--- src/rtl/uart_pkg.sv ---
// Shared parity codes, FSM state constants and the parity helper for the
// parametrised UART transceiver.
package uart_pkg;

  localparam int PAR_NONE = 0;
  localparam int PAR_ODD  = 1;
  localparam int PAR_EVEN = 2;

  typedef logic [2:0] state_t;

  localparam logic [2:0] ST_IDLE    = 3'd0;
  localparam logic [2:0] ST_START   = 3'd1;
  localparam logic [2:0] ST_DATA    = 3'd2;
  localparam logic [2:0] ST_PAR     = 3'd3;
  localparam logic [2:0] ST_STOP    = 3'd4;
  localparam logic [2:0] ST_WAIT_HI = 3'd5;

  // Word is zero-extended to 9 bits; the extra zeros do not change the XOR.
  function automatic logic parity_bit(input logic [8:0] word, input int mode);
    logic par;
    par = 1'b0;
    case (mode)
      PAR_ODD:  par = ~^word;
      PAR_EVEN: par = ^word;
      default:  par = 1'b0;
    endcase
    return par;
  endfunction

endpackage

--- src/rtl/uart_rx_core.sv ---
// Receive path: two-flop rx synchroniser, mid-bit sampling FSM with false-start
// rejection, and per-word parity/framing error flags.
module uart_rx_core
  import uart_pkg::*;
#(
  parameter int DATA_W       = 8,
  parameter int CLKS_PER_BIT = 16,
  parameter int PARITY       = PAR_ODD
) (
  input  logic              clk,
  input  logic              rst_n,
  input  logic              rx,
  output logic              read_rdy,
  output logic [DATA_W-1:0] read_data,
  output logic              read_par_err,
  output logic              read_frm_err
);

  localparam int T_W = $clog2(CLKS_PER_BIT);
  localparam int B_W = $clog2(DATA_W);

  localparam logic [T_W-1:0] T_HALF = T_W'(CLKS_PER_BIT / 2 - 1);
  localparam logic [T_W-1:0] T_FULL = T_W'(CLKS_PER_BIT - 1);
  localparam logic [B_W-1:0] B_LAST = B_W'(DATA_W - 1);

  logic              rx_s1;
  logic              rx_s2;
  logic              rx_d;
  state_t            state;
  logic [T_W-1:0]    timer;
  logic [B_W-1:0]    bit_cnt;
  logic [DATA_W-1:0] shift;
  logic              par_err;
  logic              tick;

  assign tick = (timer == T_FULL);

  always_ff @(posedge clk) begin
    if (!rst_n) begin
      rx_s1        <= 1'b1;
      rx_s2        <= 1'b1;
      rx_d         <= 1'b1;
      state        <= ST_IDLE;
      timer        <= '0;
      bit_cnt      <= '0;
      shift        <= '0;
      par_err      <= 1'b0;
      read_rdy     <= 1'b0;
      read_data    <= '0;
      read_par_err <= 1'b0;
      read_frm_err <= 1'b0;
    end else begin
      rx_s1    <= rx;
      rx_s2    <= rx_s1;
      rx_d     <= rx_s2;
      read_rdy <= 1'b0;

      case (state)
        ST_IDLE: begin
          if (rx_d && !rx_s2) begin
            state <= ST_START;
            timer <= '0;
          end
        end

        // Re-check half a bit in; a line that is high again was only a glitch.
        ST_START: begin
          if (timer == T_HALF) begin
            timer   <= '0;
            bit_cnt <= '0;
            par_err <= 1'b0;
            state   <= rx_s2 ? ST_IDLE : ST_DATA;
          end else begin
            timer <= timer + 1'b1;
          end
        end

        ST_DATA: begin
          if (tick) begin
            timer <= '0;
            shift <= {rx_s2, shift[DATA_W-1:1]};
            if (bit_cnt == B_LAST) begin
              state <= (PARITY == PAR_NONE) ? ST_STOP : ST_PAR;
            end else begin
              bit_cnt <= bit_cnt + 1'b1;
            end
          end else begin
            timer <= timer + 1'b1;
          end
        end

        ST_PAR: begin
          if (tick) begin
            timer   <= '0;
            par_err <= rx_s2 ^ parity_bit(9'(shift), PARITY);
            state   <= ST_STOP;
          end else begin
            timer <= timer + 1'b1;
          end
        end

        // Only the first stop bit is checked; a low stop waits out a break.
        ST_STOP: begin
          if (tick) begin
            timer        <= '0;
            read_rdy     <= 1'b1;
            read_data    <= shift;
            read_par_err <= par_err;
            read_frm_err <= !rx_s2;
            state        <= rx_s2 ? ST_IDLE : ST_WAIT_HI;
          end else begin
            timer <= timer + 1'b1;
          end
        end

        ST_WAIT_HI: begin
          if (rx_s2) state <= ST_IDLE;
        end

        default: state <= ST_IDLE;
      endcase
    end
  end

endmodule

--- src/rtl/uart_xcvr_param.sv ---
// Parametrised full-duplex UART: serialises an NWORDS-word command onto tx
// (high word first) and hands received words to the host via uart_rx_core.
module uart_xcvr_param
  import uart_pkg::*;
#(
  parameter int DATA_W       = 8,
  parameter int NWORDS       = 2,
  parameter int CLKS_PER_BIT = 16,
  parameter int PARITY       = PAR_ODD,
  parameter int STOP_BITS    = 1
) (
  input  logic                     clk,
  input  logic                     rst_n,
  input  logic [NWORDS*DATA_W-1:0] cmd_in,
  input  logic                     cmd_vld,
  output logic                     cmd_rdy,
  output logic                     tx,
  input  logic                     rx,
  output logic                     read_rdy,
  output logic [DATA_W-1:0]        read_data,
  output logic                     read_par_err,
  output logic                     read_frm_err
);

  localparam int CMD_W = NWORDS * DATA_W;
  localparam int T_W   = $clog2(CLKS_PER_BIT);
  localparam int B_W   = $clog2(DATA_W);
  localparam int W_W   = (NWORDS > 1) ? $clog2(NWORDS) : 1;

  localparam logic [T_W-1:0] T_FULL    = T_W'(CLKS_PER_BIT - 1);
  localparam logic [B_W-1:0] B_LAST    = B_W'(DATA_W - 1);
  localparam logic [W_W-1:0] W_LAST    = W_W'(NWORDS - 1);
  localparam logic           STOP_LAST = 1'(STOP_BITS - 1);

  state_t            tx_state;
  logic [T_W-1:0]    tx_timer;
  logic [B_W-1:0]    tx_bit_cnt;
  logic [W_W-1:0]    word_cnt;
  logic              stop_cnt;
  logic [CMD_W-1:0]  cmd_q;
  logic [DATA_W-1:0] tx_shift;
  logic              tx_par;
  logic              tx_tick;
  logic [DATA_W-1:0] load_word;
  logic              load_par;

  assign cmd_rdy = (tx_state == ST_IDLE);
  assign tx_tick = (tx_timer == T_FULL);

  // The next word comes straight from cmd_in on accept, else from the latched remainder.
  assign load_word = (tx_state == ST_IDLE) ? cmd_in[CMD_W-1 -: DATA_W]
                                           : cmd_q[CMD_W-1 -: DATA_W];
  assign load_par  = parity_bit(9'(load_word), PARITY);

  // NOTE: every state update below uses <= so each flop samples pre-edge values,
  // and rst_n is synchronous: it only takes effect on a rising clk edge.
  always_ff @(posedge clk) begin
    if (!rst_n) begin
      tx_state   <= ST_IDLE;
      tx         <= 1'b1;
      tx_timer   <= '0;
      tx_bit_cnt <= '0;
      word_cnt   <= '0;
      stop_cnt   <= 1'b0;
      cmd_q      <= '0;
      tx_shift   <= '0;
      tx_par     <= 1'b0;
    end else begin
      case (tx_state)
        ST_IDLE: begin
          if (cmd_vld) begin
            tx_state <= ST_START;
            tx       <= 1'b0;
            tx_timer <= '0;
            word_cnt <= '0;
            tx_shift <= load_word;
            tx_par   <= load_par;
            cmd_q    <= cmd_in << DATA_W;
          end
        end

        ST_START, ST_DATA, ST_PAR, ST_STOP: begin
          if (!tx_tick) begin
            tx_timer <= tx_timer + 1'b1;
          end else begin
            tx_timer <= '0;
            case (tx_state)
              ST_START: begin
                tx_state   <= ST_DATA;
                tx         <= tx_shift[0];
                tx_shift   <= tx_shift >> 1;
                tx_bit_cnt <= '0;
              end

              ST_DATA: begin
                if (tx_bit_cnt == B_LAST) begin
                  stop_cnt <= 1'b0;
                  if (PARITY == PAR_NONE) begin
                    tx_state <= ST_STOP;
                    tx       <= 1'b1;
                  end else begin
                    tx_state <= ST_PAR;
                    tx       <= tx_par;
                  end
                end else begin
                  tx_bit_cnt <= tx_bit_cnt + 1'b1;
                  tx         <= tx_shift[0];
                  tx_shift   <= tx_shift >> 1;
                end
              end

              ST_PAR: begin
                tx_state <= ST_STOP;
                tx       <= 1'b1;
                stop_cnt <= 1'b0;
              end

              // Stop bit finished: either the next word starts with no gap or the command ends.
              default: begin
                if (stop_cnt != STOP_LAST) begin
                  stop_cnt <= 1'b1;
                end else if (word_cnt != W_LAST) begin
                  word_cnt <= word_cnt + 1'b1;
                  tx_state <= ST_START;
                  tx       <= 1'b0;
                  tx_shift <= load_word;
                  tx_par   <= load_par;
                  cmd_q    <= cmd_q << DATA_W;
                end else begin
                  tx_state <= ST_IDLE;
                  tx       <= 1'b1;
                end
              end
            endcase
          end
        end

        default: begin
          tx_state <= ST_IDLE;
          tx       <= 1'b1;
        end
      endcase
    end
  end

  uart_rx_core #(
    .DATA_W       (DATA_W),
    .CLKS_PER_BIT (CLKS_PER_BIT),
    .PARITY       (PARITY)
  ) u_rx (
    .clk          (clk),
    .rst_n        (rst_n),
    .rx           (rx),
    .read_rdy     (read_rdy),
    .read_data    (read_data),
    .read_par_err (read_par_err),
    .read_frm_err (read_frm_err)
  );

endmodule

--- config.mk ---
export PLATFORM = sky130hd
export DESIGN_NAME = uart_xcvr_param
export DESIGN_NICKNAME = d
export VERILOG_FILES = /design/src/rtl/uart_pkg.sv /design/src/rtl/uart_rx_core.sv /design/src/rtl/uart_xcvr_param.sv
export SDC_FILE = /design/constraint.sdc
export NUM_CORES = 1
export LEC_CHECK = 0
export CAP_MARGIN = 0
export CORE_ASPECT_RATIO = 1.5
export CORE_MARGIN = 2
export CORE_UTILIZATION = 50
export DETAILED_ROUTE_END_ITERATION = 8
export PLACE_DENSITY = 0.82
export SYNTH_ARGS = -nofsm -noshare
export SYNTH_HDL_FRONTEND = slang
export SYNTH_SLANG_ARGS = --single-unit
--- constraint.sdc ---
create_clock -name clk -period 1.9 [get_ports clk]
set_input_delay 0.19 -clock clk [delete_from_list [all_inputs] [get_ports clk]]
set_output_delay 0.19 -clock clk [all_outputs]
set_load 0.01 [all_outputs]
==> out/metrics.yaml <==
place:
  gp_congestion: 0.838
  dp_hpwl_mm: 4.97
  port_buffers: 32
  dpl_cell_area_sq_um: 3590
  pre_cts_ws_ns: 0.143
sta:
  rsz0062_at_grt: "false"
  layout_min_cycle_time_ns: 1.76
  setup_viol: 0
  period_share: 0.928
  whs_ns: 0.407
  max_freq_mhz: 567
  worst_pin_slew_ns: 0.459
  slew_headroom: 0.691
  postLayoutSetupSlackWorst_ns: 0.138
  hold_viol: 0
  fin_skew_ns: 0.00467
  setup_tns_ns: 0
  finalMaxSlewViolations: 0
critical_path:
  path_buf_inv: 0
  crit_family: "simple AND/OR/NAND/NOR gates"
  crit_slowest_cell: "or3b_1"
  crit_fanout: 8
  worst-setup-path-type: "flip-flop to flip-flop"
  arrival_ns: 2.00
  worstPathRequired_ns: 2.14
  start_kind: "flip-flop"
  cpMostUsedCell: "ha_1"
  endpoint_kind: "flip-flop"
  worstPathCellList: "ha_1 > ha_1 > or3b_1 > a21oi_2 > o21ai_4 > mux2i_1 > nor2_1"
  critPathMaxStageDelay_ns: 0.37
status:
  status: "completed"
synth:
  synth_nets: 382
  synth.most_common_cell: "dfxtp_1"
  synth.top_cell.area_share: 0.394
  syn_area_sq_um: 3150
  syn_avg_cell_area_sq_um: 8.84
  synth-edff-count: 0
  yosys-top-cells-area: "dfxtp_1 (39%), mux2i_1 (9.2%), nor2_1 (5.4%)"
  synth_area_leader_cell: "dfxtp_1"
  ys.warnings.count: 0
  async_flop_share: 0
  synthCells: 356
  synth_seq_area_share: 0.394
  synth_cell_types: 58
  ys_seq_elements: 62
  synthTopCellsByCount: "dfxtp_1 (62), nor2_1 (45), mux2i_1 (29), nand2_1 (29), a21oi_1 (23)"
  synth-main-ff-cell: "dfxtp_1"
power_and_ir_drop:
  ir_drop_v: 0.000521
  p_clk_frac: 0.363
  p_seq_frac: 0.501
  power_switching_uw: 726
  leakagePower_nw: 1.49
  p_per_area_nw_per_um2: 733
  finalPower_mw: 2.76
  p_int_mw: 2.03
  p_sw_frac: 0.263
  combinationalPowerShare: 0.136
clocking:
  cts_root_buffer: "clkbuf_8"
  cts-buffers-inserted: 9
  cts.sinks: 62
  cts_buffer_depth: 2
  clock_latency_ns: 0.35
  clkTransAtPathRegs_ns: 0.06
  cts_hold_buffers: 0
  cts_tree: "done"
  h-tree-depth: 3
layout:
  n_antenna_cell: 0
  stdcell_area_sq_um: 3760
  area_growth_pct: 19.5
  multiInputGateArea_sq_um: 1770
  regArea_sq_um: 1240
  drive_above_1_share: 0.119
  fillers: 522
  fin_nets: 424
grt:
  grt-ovfl-total: 0
  grt_pass1_wl_mm: 11.3
  grt_pass1_vias: 2503
  antenna_found_initial: 0
  grt_start_max_net_pins: 19
  grt_use_total: 0.218
detailed_routing:
  vias_per_cell: 5.61
  wl_per_cell_microns: 14.6
  postRouteAntennaNets: 0
  vias: 2675
  drcViolationCount: 0
  drt-total-wl_mm: 6.97
  drt-pass1-iter-count: 4
  drtIter0Drc: 174
die:
  dieArea_sq_um: 6960
  die_w_microns: 68.8
  rows: 35
  pin_count: 33
  die_h_microns: 101
  start_util: 0.513
  core_sq_um: 6130
job:
  cap_violations: 0
min_path:
  hold_class: "input port to flip-flop"
[worst paths after layout]
kind / slack (ns) / cells after the start / endpoint / from
worst max-delay path: 0.14 / 7 / tx_shift[2]$_SDFFE_PN0P_ / tx_bit_cnt[0]$_SDFFE_PN0P_
worst min register to register: 0.42 / 1 / u_rx.rx_s2$_SDFF_PN1_ / u_rx.rx_s1$_SDFF_PN1_
worst min-delay path: 0.41 / 2 / u_rx.rx_s1$_SDFF_PN1_ / rx
worst max register to register: 0.14 / 7 / tx_shift[2]$_SDFFE_PN0P_ / tx_bit_cnt[0]$_SDFFE_PN0P_
[sequential cells by signal (all words and copies together) (netlist names), 3 cells and up]
| name | cells |
|---|---|
| u_rx.read_data | 8 |
| u_rx.shift | 8 |
| cmd_q | 8 |
| u_rx.timer | 4 |
| tx_bit_cnt | 3 |
| u_rx.state | 3 |
| u_rx.bit_cnt | 3 |
| tx_state | 3 |
| tx_shift | 8 |
| tx_timer | 4 |
[cell type report]
type / instances / share of cell area
multi-input combinational: 269 / 0.472
clock inverter: 4 / 0.00599
inverter: 4 / 0.00399
timing repair buffer: 52 / 0.125
clock buffer: 12 / 0.0386
sequential: 62 / 0.330
tap: 74 / 0.0246
[worst reg2reg max path, stage by stage (launching register included)]
cell and delay, ns:
dfxtp_1 0.33, ha_1 0.20, ha_1 0.18, or3b_1 0.37
a21oi_2 0.19, o21ai_4 0.15, mux2i_1 0.18, nor2_1 0.05
[power groups by stage]
stage	logic [mW]	clock network (mW)	registers (mW)
after floorplan	0.263	0	1.39
after global placement	0.366	0	1.41
after detailed placement	0.374	0	1.41
after CTS	0.376	1.02	1.38
after global routing	0.412	1.07	1.39
final	0.375	1.00	1.38
[per-stage QoR]
step,utilization,cells
after floorplan,-,356
after global placement,0.586,461
after detailed placement,0.586,461
after CTS,0.613,477
after global routing,0.613,477
final,0.613,477
[cell usage in the layout, fill, tap and decap left out, types with 9 or more instances in the layout]
cell,n
nand2_1,29
clkbuf_8,10
a21oi_1,23
buf_4,20
dfxtp_1,61
xnor2_1,18
nand4_1,9
a22oi_1,9
mux2i_1,29
o21ai_0,19
clkdlybuf4s50_1,31
nor2_1,45
[kinds of logic (layout without fill, tap and decap cells)]
logic type                 Yosys count  count (layout)  synth area share
AOI/OAI and AO/OA                   79              79             0.165
xor gates and xnor gates            25              25            0.0740
adders and majority gates            6               6            0.0239
buffers and inverters               25              72            0.0417
DFF                                 62              62             0.394
muxes                               29              29            0.0922
and+or+nand+nor                    130             130             0.208
[routing by layer]
metal | GRT usage | vias up | wire, microns
met5 | 0 | - | 0
met2 | 0.384 | 51 | 3710
met3 | 0.0511 | 19 | 247
met1 | 0.241 | 1266 | 2810
met4 | 0.101 | 0 | 202
li1 | - | 1339 | -
[repair_timing]
item,4_1_cts,5_1_grt
setup endpoints to repair,1,1
pin swaps,0,1
gates resized for setup,2,0
setup buffers,0,0
(Power assumes the default switching activity.)
